### src/rtl/ifu_inst_buf_if.sv
// rtl/ifu_inst_buf_if.sv - fetch/decode side signal bundle for the instruction buffer
interface ifu_inst_buf_if #(
    parameter int DEPTH  = 4,
    parameter int INST_W = 32,
    parameter int ADDR_W = 32
);
    logic                       fetch_valid_i;
    logic                       fetch_ready_o;
    logic [INST_W-1:0]          fetch_inst_i;
    logic [ADDR_W-1:0]          fetch_addr_i;
    logic                       fetch_pred_branch_i;
    logic                       flush_i;
    logic                       stall_i;
    logic [INST_W-1:0]          inst_o;
    logic [ADDR_W-1:0]          inst_addr_o;
    logic                       is_pred_branch_o;
    logic                       inst_valid_o;
    logic [$clog2(DEPTH):0]     count_o;

    // master is the buffer itself; slave is whatever surrounds it
    modport master (
        input  fetch_valid_i, fetch_inst_i, fetch_addr_i, fetch_pred_branch_i,
        input  flush_i, stall_i,
        output fetch_ready_o, inst_o, inst_addr_o, is_pred_branch_o, inst_valid_o, count_o
    );

    modport slave (
        output fetch_valid_i, fetch_inst_i, fetch_addr_i, fetch_pred_branch_i,
        output flush_i, stall_i,
        input  fetch_ready_o, inst_o, inst_addr_o, is_pred_branch_o, inst_valid_o, count_o
    );
endinterface

### src/rtl/ifu_inst_buf.sv
// rtl/ifu_inst_buf.sv - circular instruction FIFO between fetch and decode, NOP when empty
module ifu_inst_buf #(
    parameter int                DEPTH    = 4,
    parameter int                INST_W   = 32,
    parameter int                ADDR_W   = 32,
    parameter logic [INST_W-1:0] NOP_INST = 32'h00000013
) (
    input  logic           clk,
    input  logic           rst,
    ifu_inst_buf_if.master bus
);
    localparam int PTR_W = $clog2(DEPTH);
    localparam int CNT_W = PTR_W + 1;
    localparam logic [CNT_W-1:0] FULL_CNT = CNT_W'(DEPTH);

    logic [INST_W-1:0] mem_inst [DEPTH];
    logic [ADDR_W-1:0] mem_addr [DEPTH];
    logic              mem_pred [DEPTH];

    logic [PTR_W-1:0] wr_ptr;
    logic [PTR_W-1:0] rd_ptr;
    logic [CNT_W-1:0] count;
    logic             push;
    logic             pop;
    logic             not_empty;

    // ready is purely registered: a full buffer popping this cycle still refuses the push
    assign bus.fetch_ready_o = (count != FULL_CNT);
    assign not_empty         = (count != '0);
    assign push = bus.fetch_valid_i && bus.fetch_ready_o && !bus.flush_i;
    assign pop  = not_empty && !bus.stall_i && !bus.flush_i;

    assign bus.inst_valid_o     = not_empty;
    assign bus.inst_o           = not_empty ? mem_inst[rd_ptr] : NOP_INST;
    assign bus.inst_addr_o      = not_empty ? mem_addr[rd_ptr] : '0;
    assign bus.is_pred_branch_o = not_empty ? mem_pred[rd_ptr] : 1'b0;
    assign bus.count_o          = count;

    // storage carries no reset; occupancy alone decides what is visible
    always_ff @(posedge clk) begin
        if (push) begin
            mem_inst[wr_ptr] <= bus.fetch_inst_i;
            mem_addr[wr_ptr] <= bus.fetch_addr_i;
            mem_pred[wr_ptr] <= bus.fetch_pred_branch_i;
        end
    end

    always_ff @(posedge clk or posedge rst) begin
        if (rst) begin
            wr_ptr <= '0;
            rd_ptr <= '0;
            count  <= '0;
        end else if (bus.flush_i) begin
            wr_ptr <= '0;
            rd_ptr <= '0;
            count  <= '0;
        end else begin
            if (push) wr_ptr <= wr_ptr + PTR_W'(1);
            if (pop)  rd_ptr <= rd_ptr + PTR_W'(1);
            case ({push, pop})
                2'b10:   count <= count + CNT_W'(1);
                2'b01:   count <= count - CNT_W'(1);
                default: count <= count;
            endcase
        end
    end

    a_count_bound: assert property (@(posedge clk) disable iff (rst) count <= FULL_CNT);
    a_ptr_match:   assert property (@(posedge clk) disable iff (rst)
                                    PTR_W'(wr_ptr - rd_ptr) == count[PTR_W-1:0]);
endmodule

### src/flat_wrapper.sv
// flat-port wrapper written by rule: the top's interface ports become plain ports
module ifu_inst_buf_flat 
#(
    parameter int                DEPTH    = 4,
    parameter int                INST_W   = 32,
    parameter int                ADDR_W   = 32,
    parameter logic [INST_W-1:0] NOP_INST = 32'h00000013
)
  (clk, rst, bus_fetch_valid_i, bus_fetch_inst_i, bus_fetch_addr_i, bus_fetch_pred_branch_i, bus_flush_i, bus_stall_i, bus_fetch_ready_o, bus_inst_o, bus_inst_addr_o, bus_is_pred_branch_o, bus_inst_valid_o, bus_count_o);
  ifu_inst_buf_if #(.DEPTH(DEPTH), .INST_W(INST_W), .ADDR_W(ADDR_W)) bus_i ();
  input  logic clk;
  input  logic rst;
  input wire logic [$bits(bus_i.fetch_valid_i)-1:0] bus_fetch_valid_i;
  input wire logic [$bits(bus_i.fetch_inst_i)-1:0] bus_fetch_inst_i;
  input wire logic [$bits(bus_i.fetch_addr_i)-1:0] bus_fetch_addr_i;
  input wire logic [$bits(bus_i.fetch_pred_branch_i)-1:0] bus_fetch_pred_branch_i;
  input wire logic [$bits(bus_i.flush_i)-1:0] bus_flush_i;
  input wire logic [$bits(bus_i.stall_i)-1:0] bus_stall_i;
  output wire logic [$bits(bus_i.fetch_ready_o)-1:0] bus_fetch_ready_o;
  output wire logic [$bits(bus_i.inst_o)-1:0] bus_inst_o;
  output wire logic [$bits(bus_i.inst_addr_o)-1:0] bus_inst_addr_o;
  output wire logic [$bits(bus_i.is_pred_branch_o)-1:0] bus_is_pred_branch_o;
  output wire logic [$bits(bus_i.inst_valid_o)-1:0] bus_inst_valid_o;
  output wire logic [$bits(bus_i.count_o)-1:0] bus_count_o;
  assign bus_i.fetch_valid_i = bus_fetch_valid_i;
  assign bus_i.fetch_inst_i = bus_fetch_inst_i;
  assign bus_i.fetch_addr_i = bus_fetch_addr_i;
  assign bus_i.fetch_pred_branch_i = bus_fetch_pred_branch_i;
  assign bus_i.flush_i = bus_flush_i;
  assign bus_i.stall_i = bus_stall_i;
  assign bus_fetch_ready_o = bus_i.fetch_ready_o;
  assign bus_inst_o = bus_i.inst_o;
  assign bus_inst_addr_o = bus_i.inst_addr_o;
  assign bus_is_pred_branch_o = bus_i.is_pred_branch_o;
  assign bus_inst_valid_o = bus_i.inst_valid_o;
  assign bus_count_o = bus_i.count_o;
  ifu_inst_buf #(.DEPTH(DEPTH), .INST_W(INST_W), .ADDR_W(ADDR_W), .NOP_INST(NOP_INST)) u_core (.clk(clk), .rst(rst), .bus(bus_i));
endmodule
### config.mk
export PLATFORM = sky130hd
export DESIGN_NAME = ifu_inst_buf_flat
export DESIGN_NICKNAME = d
export VERILOG_FILES = /design/src/rtl/ifu_inst_buf_if.sv /design/src/rtl/ifu_inst_buf.sv /design/src/flat_wrapper.sv
export SDC_FILE = /design/constraint.sdc
export NUM_CORES = 1
export LEC_CHECK = 0
export ABC_AREA = 1
export BUFFER_PORTS_ARGS = -buffer_cell sky130_fd_sc_hd__buf_2
export CAP_MARGIN = 20
export CORE_MARGIN = 3
export CORE_UTILIZATION = 40
export DETAILED_ROUTE_END_ITERATION = 10
export GPL_TIMING_DRIVEN = 1
export PLACE_DENSITY_LB_ADDON = 0.08
export SKIP_CTS_REPAIR_TIMING = 1
export SYNTH_ARGS = -nofsm -noshare
export SYNTH_HDL_FRONTEND = slang
export SYNTH_SLANG_ARGS = --single-unit
### constraint.sdc
create_clock -name clk -period 4 [get_ports clk]
set_input_delay 0.6 -clock clk [delete_from_list [all_inputs] [get_ports clk]]
set_output_delay 0.6 -clock clk [all_outputs]
set_load 0.01 [all_outputs]
==> results list <==
* Result of the run: completed
- Number of nets in the layout: 1040
- Final std cell area, no fill: between 10000 and 15000 µm²
- The floorplan step set the die height to between 150 and 200 µm.
* TritonCTS clock tree: done
- Dividing total power by cell area gives a power density of 648.5 nW/µm².
* Die Wd: 168.5 µm
- Worst Setup Slack, final: 727.4 ps
* LEAKAGE: 4.502 nW
- In this run the worst path has a maximum fanout of 58.
* Worst vdd ir: 0.0003502 V
- At the end of routability-driven placement, the weighted congestion stood at 0.7171.
- The number of slew-limit violations in the final report was 0.
* Post-synth net total: 904
- Classification of the worst setup path: reg2out
* Global-route wire length before repair: 37210 µm
- Class of the worst hold path: in2async
* Fraction of power consumed by the clock network: 30.2%
* Summed instance area of the synthesized netlist: around 11000 µm²
- Wire length per cell: 17.87 µm
- During placement, the flow inserted port buffers numbering roughly 140.
- Clock period minus worst slack: 3273 ps
- Relative area change from synthesis to final layout: 17.91%
* TritonCTS buffer count: 28
* Main synth FF type: edfxtp_1
- Post-Synthesis Mean Instance Area: 12.74 µm²
* Sequential fraction of the synthesis area: between 70% and 80%
- Cell Count Post-Placement: between 1000 and 1500
* Met3 global-route usage: 2.989%
* Count of unique library cells instantiated by Yosys: 27
- Data required time of the critical path: 3400 ps
* Number of failing hold endpoints at the final stage: 0
* Share of the clock period used by the worst path after layout: 81.82%
- In this run the deepest clock path goes through 3 buffers.
* Destination of the worst register-to-register timing path: u_core.mem_inst[1][28]$_DFFE_PP_
* Number of fillers in the final layout: 2313
* Total Power: 8.078 mW
* Maximum number of pins on one net before global-route repair: 67
- Registers are responsible for about two fifths of the overall power.
- Before antenna repair, the detailed router went through 4 iterations.
* Most common cell after layout, fill and taps aside: nor2_1
* I/O pin total: 140
- Cells after Synth: between 800 and 900
- Count of yosys warnings during synthesis: 0
* Remaining design rule violation count: 0
- Register-to-register setup slack: 1640 ps
* Std-Cell Rows: between 50 and 60
- Total via count in the routed design: 6518
- The worst setup path is launched from a register.
- Top library cells by usage in the layout, fill and taps aside: nor2_1, edfxtp_1, buf_2
* Routed vias/inst: 4.957
* Worst slack on hold paths: 0.6321 ps
- Relative max-transition margin: a little over two fifths
* Grt met1 use: 21.98%
- After detailed placement, the total cell area comes to 11590 µm².
- Setup repair after global routing left no endpoint under its margin.
* CTS clk-pin slew, worst paths: about 60 ps
* Maximum frequency from static timing analysis: 305.6 MHz
- Per report_power, the combinational group accounts for 27.9% of the total.
- Initial antenna violation count: 2
- Vias in the first global route: 6650
* Die area: 28400 µm²
- Setup slack after placement: 1272 ps
- After the first detailed-routing iteration, the DRC count stood at 468.
* Setup violators final: 0
- The internal portion of the total power is 5.451 mW.
* Core footprint: 25540 µm²
- Final wirelength: around 24000 µm
- Detail Route Antenna Nets: 0
- In this run, synthesis produced a sequential element count of 267.
- In this run switching power makes up 32.52% of total power.
- Net switching power figure: 2.627 mW
- Share of final-layout standard cells stronger than drive strength 1: 21.75%
* Number of max-cap violations: 0
- The root buffer cell chosen for the clock tree is clkbuf_16.
- Worst-margin pin slew: 840.7 ps
- Counting cells, the worst reg-to-reg path comes to 7.
* Worst clock skew on the final layout: 6.322 ps
- CTS built an H-tree with a depth of 1.
- Worst setup EP type: output port
- Grt met2 use: 28.63%
- For the worst setup path, the data arrival time is 2670 ps.
- Counting flops with an async set or reset pin after synthesis yields a share of 2.622%.
- met2 is the most crowded layer.
- In the global route stage, overall resource usage came out at between 15 and 20%.
- Clock latency on the worst-skew pair, taken at its later pin, is approximately 530 ps.
* Worst flop-to-flop path startpoint: u_core.bus.count_o[0]$_DFFE_PP0P_
- The finished layout holds 1315 standard cells, fillers aside.
- Once the floorplan was initialized, standard cells occupied 41.36% of the core.
* GRT Residual Overflow: 0
- CTS saw ~270 sinks.
- EDFF count, synth: 260
- Detailed placement ended at an HPWL of 13240 µm.
cell usage after synthesis, types with 5 or more instances:
master	instances	area, µm²
a21oi_1	64	320.3
buf_2	21	105.1
buf_4	8	60.06
buf_6	5	56.30
clkbuf_1	7	26.28
clkbuf_2	7	35.03
dfrtp_1	7	175.2
edfxtp_1	260	7807
inv_1	11	41.29
inv_2	5	18.77
nand2_1	15	56.30
nor2_1	265	994.7
o21ai_0	58	290.3
o21ai_1	73	365.4
critical path, cell delays in order, from the launching register on:
cell,delay (ps)
dfrtp_4,850
buf_4,510
nor2_1,100
nor2_1,100
o21ai_0,100
a21oi_1,270
buf_2,200
stage by stage:
| stage | util [%] | setup TNS (ps) |
|---|---|---|
| finish | 48.77 | 0 |
| global route | 48.76 | 0 |
| CTS | 48.76 | 0 |
| detailed placement | 45.38 | 0 |
| global placement | 45.38 | 0 |
| floorplan | - | -48170 |
state kept, by name, summed over array words and instances, names as in the netlist:
name                count
u_core.wr_ptr           2
u_core.mem_addr       128
u_core.mem_pred         4
u_core.mem_inst       128
u_core.bus.count_o      3
u_core.rd_ptr           2
cell type report:
type                    instances  area (µm²)  share of cell area, %
inverters                      17       66.31                 0.5323
clock buffers                  35       748.2                  6.006
diodes                          1       2.502                0.02009
well taps                     330       412.9                  3.315
flip-flops and latches        267        7988                  64.12
multi-input cells             496        2260                  18.14
repair buffers                155       865.8                  6.951
clock inverters                14       113.9                 0.9140
kinds of logic (layout without fill, tap and decap cells):
| logic type | after synthesis | count (layout) | synth area share, % |
|---|---|---|---|
| xor+xnor | 1 | 1 | 0.08291 |
| buf+inv | 66 | 221 | 3.340 |
| simple gates | 290 | 290 | 10.71 |
| other cells | 0 | 1 | 0 |
| fa+ha+maj | 5 | 5 | 0.6632 |
| compound gates | 200 | 200 | 9.652 |
| flops | 267 | 267 | 75.56 |
power by group through the flow:
stage	sequential, mW	clock, mW	combinational [mW]
final	3.38	2.44	2.25
after global routing	3.41	2.62	2.54
after CTS	3.39	2.50	2.32
after detailed placement	3.45	0	2.31
after global placement	3.45	0	2.30
after floorplan	3.38	0	1.47
worst max path at each step:
| stage | startpoint | endpoint | cells after the start |
|---|---|---|---|
| floorplan | u_core.bus.count_o[0]$_DFFE_PP0P_ | u_core.mem_addr[0][0]$_DFFE_PP_ | 6 |
| global placement | u_core.rd_ptr[0]$_DFFE_PP0P_ | bus_inst_o[9] | 6 |
| detailed placement | u_core.rd_ptr[0]$_DFFE_PP0P_ | bus_inst_o[10] | 5 |
| CTS | u_core.rd_ptr[0]$_DFFE_PP0P_ | bus_inst_o[10] | 5 |
| global route | u_core.rd_ptr[0]$_DFFE_PP0P_ | bus_inst_o[9] | 6 |
| finish | u_core.rd_ptr[0]$_DFFE_PP0P_ | bus_inst_o[9] | 6 |
routing by layer:
layer,wire [µm],part of all wire (%)
met5,27,0.11
met3,1016,4.3
met4,471,2.0
met2,11510,49
met1,10480,45
(Power assumes the default switching activity.)
